`config.mk`:
```
export PLATFORM = sky130hd
export DESIGN_NAME = cp0_exc_unit_flat
export DESIGN_NICKNAME = d
export VERILOG_FILES = /design/src/rtl/cp0_exc_unit_pkg.sv /design/src/rtl/cp0_exc_unit_if.sv /design/src/rtl/cp0_exc_unit_timer.sv /design/src/rtl/cp0_exc_unit.sv /design/src/flat_wrapper.sv
export SDC_FILE = /design/constraint.sdc
export NUM_CORES = 1
export LEC_CHECK = 0
export CORE_UTILIZATION = 47
export CTS_CLUSTER_SIZE = 10
export DETAILED_ROUTE_END_ITERATION = 10
export PLACE_DENSITY = 0.74
export SETUP_SLACK_MARGIN = 0.15
export SLEW_MARGIN = 20
export SYNTH_ARGS = -nofsm -noshare
export SYNTH_HDL_FRONTEND = slang
export SYNTH_SLANG_ARGS = --single-unit
```
`constraint.sdc`:
```
create_clock -name clk -period 7.15 [get_ports clk]
set_clock_uncertainty 0.1 [all_clocks]
set_input_delay 2.145 -clock clk [delete_from_list [all_inputs] [get_ports clk]]
set_output_delay 2.145 -clock clk [all_outputs]
set_load 0.03 [all_outputs]
```
`src/rtl/cp0_exc_unit_pkg.sv`:
```
// Shared types and constants for the CP0 exception unit: the committed
// exception record, exception codes, CP0 register indices and FSM states.
package exception_pkg;

   localparam logic [31:0] EXC_ENTRY = 32'hbfc0_0380;

   localparam logic [4:0] CODE_INT  = 5'd0;
   localparam logic [4:0] CODE_MOD  = 5'd1;
   localparam logic [4:0] CODE_TLBL = 5'd2;
   localparam logic [4:0] CODE_TLBS = 5'd3;
   localparam logic [4:0] CODE_ADEL = 5'd4;
   localparam logic [4:0] CODE_ADES = 5'd5;
   localparam logic [4:0] CODE_SYS  = 5'd8;
   localparam logic [4:0] CODE_BP   = 5'd9;
   localparam logic [4:0] CODE_RI   = 5'd10;
   localparam logic [4:0] CODE_OV   = 5'd12;

   localparam logic [4:0] CP0_BADVADDR = 5'd8;
   localparam logic [4:0] CP0_COUNT    = 5'd9;
   localparam logic [4:0] CP0_COMPARE  = 5'd11;
   localparam logic [4:0] CP0_STATUS   = 5'd12;
   localparam logic [4:0] CP0_CAUSE    = 5'd13;
   localparam logic [4:0] CP0_EPC      = 5'd14;

   typedef enum logic {
      ST_IDLE     = 1'b0,
      ST_REDIRECT = 1'b1
   } cp0_state_e;

   // location identifies the pipeline stage that raised the exception;
   // CP0 itself does not use it.
   typedef struct packed {
      logic        valid;
      logic [1:0]  location;
      logic [31:0] pc;
      logic        in_delay_slot;
      logic [4:0]  code;
      logic [31:0] badvaddr;
   } exception_t;

   // Address-error and TLB exceptions are the only ones carrying a faulting address.
   function automatic logic code_has_badvaddr(input logic [4:0] code);
      return (code == CODE_ADEL) || (code == CODE_ADES) || (code == CODE_TLBL) ||
             (code == CODE_TLBS) || (code == CODE_MOD);
   endfunction

endpackage

```
`src/rtl/cp0_exc_unit_if.sv`:
```
// Pipeline <-> CP0 bus: commit-side exception/eret, MFC0/MTC0 access,
// interrupt lines and the fetch redirect / flush outputs.
interface cp0_exc_unit_if;
   exception_pkg::exception_t exc;
   logic        eret;
   logic [5:0]  ext_int;
   logic [4:0]  raddr;
   logic [31:0] rdata;
   logic        we;
   logic [4:0]  waddr;
   logic [31:0] wdata;
   logic        redirect_valid;
   logic [31:0] redirect_pc;
   logic        flush;
   logic        int_pending;

   modport master (
      output exc, eret, ext_int, raddr, we, waddr, wdata,
      input  rdata, redirect_valid, redirect_pc, flush, int_pending
   );

   modport slave (
      input  exc, eret, ext_int, raddr, we, waddr, wdata,
      output rdata, redirect_valid, redirect_pc, flush, int_pending
   );
endinterface

```
`src/rtl/cp0_exc_unit_timer.sv`:
```
// CP0 Count/Compare timer. Count advances once every two clk cycles; TI is
// sticky from a Count==Compare match until software rewrites Compare.
module cp0_timer (
   input  logic        clk,
   input  logic        reset,
   input  logic        count_we_i,
   input  logic        compare_we_i,
   input  logic [31:0] wdata_i,
   output logic [31:0] count_o,
   output logic [31:0] compare_o,
   output logic        ti_o
);

   logic [31:0] count_q, count_d;
   logic [31:0] compare_q, compare_d;
   logic        phase_q, phase_d;
   logic        ti_q, ti_d;

   // Next-state: software writes win over the half-rate increment and the match.
   always_comb begin
      count_d   = count_q;
      phase_d   = ~phase_q;
      compare_d = compare_q;
      ti_d      = ti_q;
      if (count_we_i) begin
         count_d = wdata_i;
         phase_d = 1'b0;
      end else if (phase_q) begin
         count_d = count_q + 32'd1;
      end
      if (compare_we_i) begin
         compare_d = wdata_i;
         ti_d      = 1'b0;
      end else if (count_q == compare_q) begin
         ti_d = 1'b1;
      end
   end

   // Timer state registers.
   always_ff @(posedge clk or posedge reset) begin
      if (reset) begin
         count_q   <= '0;
         compare_q <= '0;
         phase_q   <= 1'b0;
         ti_q      <= 1'b0;
      end else begin
         count_q   <= count_d;
         compare_q <= compare_d;
         phase_q   <= phase_d;
         ti_q      <= ti_d;
      end
   end

   assign count_o   = count_q;
   assign compare_o = compare_q;
   assign ti_o      = ti_q;

endmodule

```
`src/rtl/cp0_exc_unit.sv`:
```
// CP0 exception unit: Status/Cause/EPC/BadVAddr, exception and ERET
// acceptance, and a one-cycle fetch redirect with pipeline flush.
//
// state       | meaning
// ST_IDLE     | accepting exception / eret / MTC0, in that priority
// ST_REDIRECT | redirect_valid and flush high for one cycle; inputs ignored
module cp0_exc_unit
   import exception_pkg::*;
(
   input  logic            clk,
   input  logic            reset,
   cp0_exc_unit_if.slave   bus
);

   cp0_state_e  state_q, state_d;
   logic [7:0]  im_q, im_d;
   logic        exl_q, exl_d;
   logic        ie_q, ie_d;
   logic        bd_q, bd_d;
   logic [1:0]  ipsw_q, ipsw_d;
   logic [4:0]  exccode_q, exccode_d;
   logic [31:0] epc_q, epc_d;
   logic [31:0] badvaddr_q, badvaddr_d;
   logic [31:0] redirect_pc_q, redirect_pc_d;
   logic        wr_take;
   logic [31:0] count, compare;
   logic        ti;
   logic [7:0]  ip;
   logic [31:0] status_rd, cause_rd;
   logic        unused_location;

   assign unused_location = ^bus.exc.location;

   cp0_timer u_timer (
      .clk          (clk),
      .reset        (reset),
      .count_we_i   (wr_take && (bus.waddr == CP0_COUNT)),
      .compare_we_i (wr_take && (bus.waddr == CP0_COMPARE)),
      .wdata_i      (bus.wdata),
      .count_o      (count),
      .compare_o    (compare),
      .ti_o         (ti)
   );

   assign ip        = {bus.ext_int[5] | ti, bus.ext_int[4:0], ipsw_q};
   assign status_rd = {9'b0, 1'b1, 6'b0, im_q, 6'b0, exl_q, ie_q};
   assign cause_rd  = {bd_q, ti, 14'b0, ip, 1'b0, exccode_q, 2'b0};

   // Next-state and register updates; exception beats eret beats MTC0.
   always_comb begin
      state_d       = state_q;
      im_d          = im_q;
      exl_d         = exl_q;
      ie_d          = ie_q;
      bd_d          = bd_q;
      ipsw_d        = ipsw_q;
      exccode_d     = exccode_q;
      epc_d         = epc_q;
      badvaddr_d    = badvaddr_q;
      redirect_pc_d = redirect_pc_q;
      wr_take       = 1'b0;
      case (state_q)
         ST_IDLE: begin
            if (bus.exc.valid) begin
               state_d       = ST_REDIRECT;
               redirect_pc_d = EXC_ENTRY;
               exccode_d     = bus.exc.code;
               exl_d         = 1'b1;
               if (!exl_q) begin
                  epc_d = bus.exc.in_delay_slot ? bus.exc.pc - 32'd4 : bus.exc.pc;
                  bd_d  = bus.exc.in_delay_slot;
               end
               if (code_has_badvaddr(bus.exc.code)) badvaddr_d = bus.exc.badvaddr;
            end else if (bus.eret) begin
               state_d       = ST_REDIRECT;
               redirect_pc_d = epc_q;
               exl_d         = 1'b0;
            end else if (bus.we) begin
               wr_take = 1'b1;
               case (bus.waddr)
                  CP0_STATUS: begin
                     im_d  = bus.wdata[15:8];
                     exl_d = bus.wdata[1];
                     ie_d  = bus.wdata[0];
                  end
                  CP0_CAUSE: ipsw_d = bus.wdata[9:8];
                  CP0_EPC:   epc_d  = bus.wdata;
                  default: ;
               endcase
            end
         end
         ST_REDIRECT: state_d = ST_IDLE;
         default:     state_d = ST_IDLE;
      endcase
   end

   // State and architectural register storage.
   always_ff @(posedge clk or posedge reset) begin
      if (reset) begin
         state_q       <= ST_IDLE;
         im_q          <= '0;
         exl_q         <= 1'b0;
         ie_q          <= 1'b0;
         bd_q          <= 1'b0;
         ipsw_q        <= '0;
         exccode_q     <= '0;
         epc_q         <= '0;
         badvaddr_q    <= '0;
         redirect_pc_q <= '0;
      end else begin
         state_q       <= state_d;
         im_q          <= im_d;
         exl_q         <= exl_d;
         ie_q          <= ie_d;
         bd_q          <= bd_d;
         ipsw_q        <= ipsw_d;
         exccode_q     <= exccode_d;
         epc_q         <= epc_d;
         badvaddr_q    <= badvaddr_d;
         redirect_pc_q <= redirect_pc_d;
      end
   end

   // MFC0 read mux; unimplemented indices read zero.
   always_comb begin
      bus.rdata = '0;
      case (bus.raddr)
         CP0_BADVADDR: bus.rdata = badvaddr_q;
         CP0_COUNT:    bus.rdata = count;
         CP0_COMPARE:  bus.rdata = compare;
         CP0_STATUS:   bus.rdata = status_rd;
         CP0_CAUSE:    bus.rdata = cause_rd;
         CP0_EPC:      bus.rdata = epc_q;
         default:      bus.rdata = '0;
      endcase
   end

   assign bus.redirect_valid = (state_q == ST_REDIRECT);
   assign bus.flush          = (state_q == ST_REDIRECT);
   assign bus.redirect_pc    = redirect_pc_q;
   assign bus.int_pending    = (state_q == ST_IDLE) & ie_q & ~exl_q & (|(ip & im_q));

endmodule

```
`src/flat_wrapper.sv`:
```
// flat-port wrapper written by rule: the top's interface ports become plain ports
module cp0_exc_unit_flat import exception_pkg::*;
  (clk, reset, bus_exc, bus_eret, bus_ext_int, bus_raddr, bus_we, bus_waddr, bus_wdata, bus_rdata, bus_redirect_valid, bus_redirect_pc, bus_flush, bus_int_pending);
  cp0_exc_unit_if bus_i ();
  input  logic clk;
  input  logic reset;
  input wire logic [$bits(bus_i.exc)-1:0] bus_exc;
  input wire logic [$bits(bus_i.eret)-1:0] bus_eret;
  input wire logic [$bits(bus_i.ext_int)-1:0] bus_ext_int;
  input wire logic [$bits(bus_i.raddr)-1:0] bus_raddr;
  input wire logic [$bits(bus_i.we)-1:0] bus_we;
  input wire logic [$bits(bus_i.waddr)-1:0] bus_waddr;
  input wire logic [$bits(bus_i.wdata)-1:0] bus_wdata;
  output wire logic [$bits(bus_i.rdata)-1:0] bus_rdata;
  output wire logic [$bits(bus_i.redirect_valid)-1:0] bus_redirect_valid;
  output wire logic [$bits(bus_i.redirect_pc)-1:0] bus_redirect_pc;
  output wire logic [$bits(bus_i.flush)-1:0] bus_flush;
  output wire logic [$bits(bus_i.int_pending)-1:0] bus_int_pending;
  assign bus_i.exc = bus_exc;
  assign bus_i.eret = bus_eret;
  assign bus_i.ext_int = bus_ext_int;
  assign bus_i.raddr = bus_raddr;
  assign bus_i.we = bus_we;
  assign bus_i.waddr = bus_waddr;
  assign bus_i.wdata = bus_wdata;
  assign bus_rdata = bus_i.rdata;
  assign bus_redirect_valid = bus_i.redirect_valid;
  assign bus_redirect_pc = bus_i.redirect_pc;
  assign bus_flush = bus_i.flush;
  assign bus_int_pending = bus_i.int_pending;
  cp0_exc_unit u_core (.clk(clk), .reset(reset), .bus(bus_i));
endmodule
```
==> results of run 1 <==
layer usage:
layer  wire length (um)  global-route usage (%)
met1              12800                    41.1
met2              12900                    43.1
met3               2450                    5.46
met4                845                    11.6
met5                  0                       0
state kept, by name (all words and copies together) (netlist names):
signal,count
u_core.badvaddr_q,32
u_core.bus.redirect_pc,32
u_core.epc_q,32
u_core.u_timer.compare_o,32
u_core.u_timer.count_o,32
u_core.im_q,8
u_core.exccode_q,5
u_core.ipsw_q,2
u_core.bd_q,1
u_core.bus.flush,1
u_core.exl_q,1
u_core.ie_q,1
u_core.u_timer.phase_q,1
u_core.u_timer.ti_o,1
worst min-delay path, cell delays in order, from the launching register on:
cell	delay, ps
dfrtp_1	340
nand2_1	40
o21ai_0	60
through the flow:
step | worst slack, ps | util (%) | total power [uW]
6_report | 499 | 62.9 | 3240
5_1_grt | 424 | 62.9 | 3380
3_3_place_gp | 542 | 59.8 | 2250
4_1_cts | 530 | 62.9 | 3250
3_5_place_dp | 540 | 59.8 | 2270
2_1_floorplan | 1380 | - | 1890
cell families after synthesis:
family	share of synthesized area, %
muxes	10.3
xor gates and xnor gates	8.04
AOI/OAI and AO/OA	13.2
buffers and inverters	2.82
and+or+nand+nor	18.0
adders and majority gates	0.261
DFF	47.3
layout make-up:
class,count,share of cell area (%)
flip-flops and latches,181,36.5
well taps,265,2.67
multi-input cells,715,38.9
repair buffers,201,16.7
clock buffers,18,3.54
clock inverters,14,1.32
inverters,8,0.272
placed cells by master (no fill, tap or decap), types with 3 or more instances in the layout:
cell | Yosys | final
nand2_1 | 96 | 96
nor2b_1 | 5 | 5
xor2_1 | 59 | 59
clkbuf_16 | 0 | 17
o21ai_1 | 3 | 3
nor3_1 | 18 | 17
buf_12 | 0 | 9
or4_1 | 3 | 3
nand3b_1 | 3 | 3
mux2i_1 | 9 | 9
nand3_1 | 30 | 30
nor3b_1 | 17 | 17
or3_1 | 8 | 7
xnor2_1 | 29 | 29
nor4b_2 | 2 | 3
nor4_1 | 18 | 16
inv_1 | 8 | 7
a222oi_1 | 11 | 11
nand4_1 | 18 | 18
a22o_1 | 3 | 3
dfrtp_1 | 181 | 181
clkinvlp_4 | 0 | 3
nand2b_1 | 24 | 24
clkdlybuf4s50_1 | 0 | 183
mux2_2 | 80 | 80
inv_6 | 0 | 7
and3_1 | 5 | 5
o21ai_0 | 65 | 65
a21oi_1 | 52 | 52
nor2_1 | 69 | 68
buf_4 | 2 | 8
a22oi_1 | 60 | 60
path summary, 6_finish.rpt:
kind / depth (start not counted) / endpoint / startpoint
worst max-delay path: 7 / bus_rdata[29] / bus_raddr[4]
max in group asynchronous: 3 / u_core.badvaddr_q[19] / reset
min in group asynchronous: 3 / u_core.bus.redirect_pc[12] / reset
worst min register to register: 2 / u_core.bus.redirect_pc[11] / u_core.bus.redirect_pc[11]
worst min-delay path: 2 / u_core.bus.redirect_pc[11] / u_core.bus.redirect_pc[11]
worst max register to register: 4 / u_core.badvaddr_q[16] / u_core.bus.flush
report_power, final:
| group | internal (uW) | switching (uW) |
|---|---|---|
| logic | 364 | 404 |
| registers | 1260 | 247 |
| clock network | 537 | 432 |
==> key figures, run 1 <==
Status
  • Outcome: finished, final reports clean

Global routing
  • Total track usage: approximately 29%
  • Grt ovf: 0
  • Vias in the first global route: 7788
  • First-pass GRT wire length: 44600 um
  • Initial antenna violation count: 0
  • Pin count of the biggest net entering global routing: 182

Clock tree
  • Clk pin slew, worst setup/hold paths: 60 ps
  • Post-CTS sizing: 0
  • CTS root buffer: clkbuf_16
  • Worst skew pair latency: about 440 ps
  • Post-CTS Hold Buffers: 0
  • Clk buf depth: 2
  • Number of buffers created by CTS: 17
  • Clk sinks: ~180
  • Max H-tree Level: 4
  • CTS tree: done
  • Post-CTS setup buffer count: 0

Detailed routing
  • DR WL/cell: 20.7 um
  • Vias: 8347
  • Total Wirelength: 29000 um
  • Drt first pass iters: 7
  • Drt drc: 0
  • Final ANT Viol Nets: 0
  • Post-DR vias/cell: 5.95
  • Iter 0 DRT Violations: ~780

Synthesis
  • Ys async rst share: 100%
  • Synthesized Nets: 1092
  • Post-Syn Area per Cell: 9.93 um2
  • Synth Flop Type: dfrtp_1
  • Synthesized flop and latch total: approximately 180
  • Post-synth EDFFs: 0
  • Mapped Cells: 965
  • Synth top area share: 47.3%
  • Synth warnings: 0
  • Largest area contributor in the netlist: dfrtp_1
  • Post-Synthesis Cell Area: roughly 9600 um2
  • Most common cell in the synthesized netlist: dfrtp_1
  • Synth area leaders: dfrtp_1 47%, mux2_2 9.4%, xor2_1 5.4%
  • Number of distinct library cells after synthesis: 52
  • Top cells by count, synth: 181 x dfrtp_1, 96 x nand2_1, 80 x mux2_2
  • Sequential cell area fraction in the yosys report: 47.3%

Timing
  • TNS Setup: 0 ps
  • Fin. Hold Viols: 0
  • Slew @ Worst Pin: 1080 ps
  • Min Tclk post-route: 6650 ps
  • Max Fclk: 0.150 GHz
  • Final period util: 93.0%
  • Slew Viols, Final: 0
  • Unrepaired setup endpoints after global routing: no
  • Final setup viols: 0
  • Slew headroom: roughly 27%
  • WHS: 384 ps

Place
  • Dpl hpwl: 20500 um
  • Placed instance count: 1370
  • Final GP Congestion: 0.932
  • DP Area: 11800 um2
  • Buffers on Ports: 189

Worst setup path
  • Reg2Reg Setup Slack: around 4300 ps
  • Setup crit end kind: primary output
  • Most common cell on crit path: clkdlybuf4s50_1
  • CP top delay family: buffers and inverters
  • Worst EP arrival: 4410 ps
  • CP cell instances: clkdlybuf4s50_1, nand2b_1, nor2_2, buf_4, a22oi_1, nand2_1, clkdlybuf4s50_1
  • CP max stage delay: 670 ps
  • Critical path's slowest cell: clkdlybuf4s50_1
  • Data required, critical path: 4910 ps
  • Crit-path max FO: 32
  • Worst Setup Start Kind: primary input
  • Critical path class: primary input to primary output
  • WP buf/inv: 3

Finish
  • Fill count: 1609
  • Area Growth Syn to Fin: 29.4%
  • Post-route design area: around 12000 um2
  • Ratio of cells with drive above 1 in the final layout: approximately 13%
  • Fin nets: 1251
  • Multi-input gate area: between 4000 and 5000 um2
  • FF+latch area: 4530 um2
  • Non-Filler Instances: 1402
  • Ant diodes: 0

Job
  • Max_cap viols: 0

Die
  • Initial Util: 48.6%
  • Core area: 19700 um2
  • I/O pin total: 192
  • Row cnt: 51
  • Die width: roughly 140 um
  • Chip Height: 145 um
  • Die ar.: 21000 um2

Power
  • Max VDD drop: 198 uV
  • P per Cell Area: between 200 and 300 nW/um2
  • Leak: 0.00529 uW

Hold path
  • Min-Delay Path Class: flip-flop to flip-flop
Note: power is estimated with default switching activity, not from simulation.
==> run 2, diff against run 1 <==
--- a/config.mk
+++ b/config.mk
@@ -5,6 +5,7 @@
 export SDC_FILE = /design/constraint.sdc
 export NUM_CORES = 1
 export LEC_CHECK = 0
+export CORE_MARGIN = 3
 export CORE_UTILIZATION = 47
 export CTS_CLUSTER_SIZE = 10
 export DETAILED_ROUTE_END_ITERATION = 10
==> run 2 against run 1 <==
Against the previous run: largest cell class unchanged; clock power shrank 2.8%; final cell count grew 0.14%; sequential power is essentially flat; via count shrank 1.7%; final area grew 0.11%; worst setup slack gained 63 ps; sequential share of layout area is essentially flat; register-to-register slack gained 330 ps; non-clock buffer count grew 2; maximum frequency grew 0.96%.
==> key figures, run 2 (same netlist as run 1, synthesis figures left out) <==
Clock tree
  • Worst skew pair latency: 440 ps (about the same)
  • Max H-tree Level: 4 (unchanged)
  • Number of buffers created by CTS: 17 (unchanged)
  • Clk buf depth: 2 (unchanged)
  • CTS tree: done
  • Clk sinks: 181 (unchanged)
  • Post-CTS setup buffer count: 0 (unchanged)
  • CTS root buffer: clkbuf_16
  • Post-CTS sizing: 0 (unchanged)
  • Post-CTS Hold Buffers: 0 (unchanged)
  • Clk pin slew, worst setup/hold paths: 60 ps (about the same)

Hold path
  • Min-Delay Path Class: flip-flop to flip-flop
  • Hold Startpoint: u_core.bus.redirect_pc[16]
  • Cell depth of the worst hold path: 2 (unchanged)

Finish
  • Fill count: 1596 (-0.81%)
  • Area Growth Syn to Fin: 29.6%
  • Fin nets: 1253 (+0.16%)
  • Multi-input gate area: 4830 um2 (+0.13%)
  • Commonest non-fill, non-tap cells in the layout: 183 x clkdlybuf4s50_1, 181 x dfrtp_1, 96 x nand2_1, 80 x mux2_2, 68 x nor2_1
  • Ratio of cells with drive above 1 in the final layout: 13.1% (+0.16 points)
  • FF+latch area: 4530 um2 (unchanged)
  • Leading cell type in the layout, fill and taps excluded: clkdlybuf4s50_1

Die
  • Die ar.: 22100 um2 (+5.6%)
  • I/O pin total: 192 (unchanged)
  • Core area: 19700 um2 (unchanged)
  • Chip Height: 149 um (+2.8%)
  • Initial Util: 48.6% (unchanged)
  • Die width: 149 um (+2.8%)
  • Row cnt: 51 (unchanged)

Timing
  • Slew Viols, Final: 0 (unchanged)
  • Final period util: 92.1% (-0.89 points)
  • Slew @ Worst Pin: 1120 ps (+38.7 ps)
  • Fin. Hold Viols: 0 (unchanged)
  • Final setup viols: 0 (unchanged)
  • Min Tclk post-route: 6590 ps (-63.3 ps)
  • Max Fclk: 0.152 GHz (+0.96%)
  • WHS: 377 ps (-6.97 ps)
  • TNS Setup: 0 ps (unchanged)
  • Unrepaired setup endpoints after global routing: no
  • Slew headroom: 24.8% (-2.6 points)

Global routing
  • Vias in the first global route: 8122 (+4.3%)
  • Initial antenna violation count: 3 (+3)
  • First-pass GRT wire length: 46300 um (+3.7%)
  • Grt ovf: 0 (unchanged)
  • Pin count of the biggest net entering global routing: 182 (unchanged)
  • Total track usage: 27.1% (-1.8 points)

Worst setup path
  • Worst setup path endpoint: bus_rdata[30]
  • R2r startpoint: u_core.u_timer.count_o[1]
  • Setup crit end kind: primary output
  • Worst EP arrival: 4340 ps (-70 ps)
  • Reg2Reg Setup Slack: 4580 ps (+330 ps)
  • Crit. Startpoint: bus_raddr[4]
  • Crit-path max FO: 32 (unchanged)
  • Worst r2r dst: u_core.u_timer.count_o[24]
  • Data required, critical path: 4910 ps (about the same)
  • Worst Setup Start Kind: primary input
  • Worst reg-to-reg path cell count: 6 (+2)
  • Critical path class: primary input to primary output

Place
  • Buffers on Ports: 189 (unchanged)
  • Final GP Congestion: 0.910 (-2.4%)
  • Dpl hpwl: 21000 um (+2.4%)

Power
  • Leak: 0.00527 uW (-0.36%)
  • P per Cell Area: 259 nW/um2 (-0.92%)
  • Max VDD drop: 132 uV (-33%)

Detailed routing
  • Iter 0 DRT Violations: 827 (+6.6%)
  • Drt drc: 0 (unchanged)
  • DR WL/cell: 21.1 um (+2.1%)
  • Drt first pass iters: 5 (-2)
  • Post-DR vias/cell: 5.84 (-1.9%)
  • Final ANT Viol Nets: 0 (unchanged)
  • Total Wirelength: 29700 um (+2.3%)
  • Vias: 8202 (-1.7%)

Status
  • Outcome: finished, final reports clean

Job
  • Max_cap viols: 0 (unchanged)
-- run 2: final cells by class --
type	instances	share of cell area (%)
Inverter	8	0.272
Sequential cell	181	36.5
Antenna cell	1	0.0202
Tap cell	265	2.67
Multi-Input combinational cell	715	38.9
Timing Repair Buffer	203	16.9
Clock inverter	14	1.25
Clock buffer	17	3.43
-- run 2: layer usage --
metal | global-route usage, % | share of wire [%] | wire [um]
met5 | 0 | 0.091 | 27
met4 | 9.06 | 2.7 | 804
met3 | 7.60 | 9.9 | 2940
met2 | 40.5 | 45 | 13300
met1 | 38.3 | 43 | 12600
-- run 2: how the worst min path moves through the flow --
stage	end
after floorplan	u_core.bd_q
after global placement	u_core.bus.redirect_pc[30]
after detailed placement	u_core.bus.redirect_pc[13]
after CTS	u_core.bus.redirect_pc[13]
after global routing	u_core.bus.redirect_pc[18]
final	u_core.bus.redirect_pc[16]
-- run 2: where the power goes --
part	internal, uW	switching, uW	leakage [uW]	total (uW)
clock	516	425	0.000262	941
combinational	365	405	0.00270	770
sequential	1260	246	0.00231	1500
-- run 2: critical path: stages --
cell,delay [ps]
clkdlybuf4s50_1,520
nor4_2,440
buf_12,260
a222oi_1,130
nand2_1,130
clkdlybuf4s50_1,690
-- run 2: through the flow --
step | setup WS, ps | area, um2 | std cells | util (%) | total power (uW)
finish | 563 | 12400 | 1404 | 63.0 | 3210
global placement | 587 | 11800 | 1372 | 60.0 | 2260
CTS | 574 | 12400 | 1403 | 62.9 | 3210
global route | 458 | 12400 | 1404 | 63.0 | 3360
detailed placement | 618 | 11800 | 1372 | 60.0 | 2280
floorplan | 1380 | 9590 | 965 | - | 1890
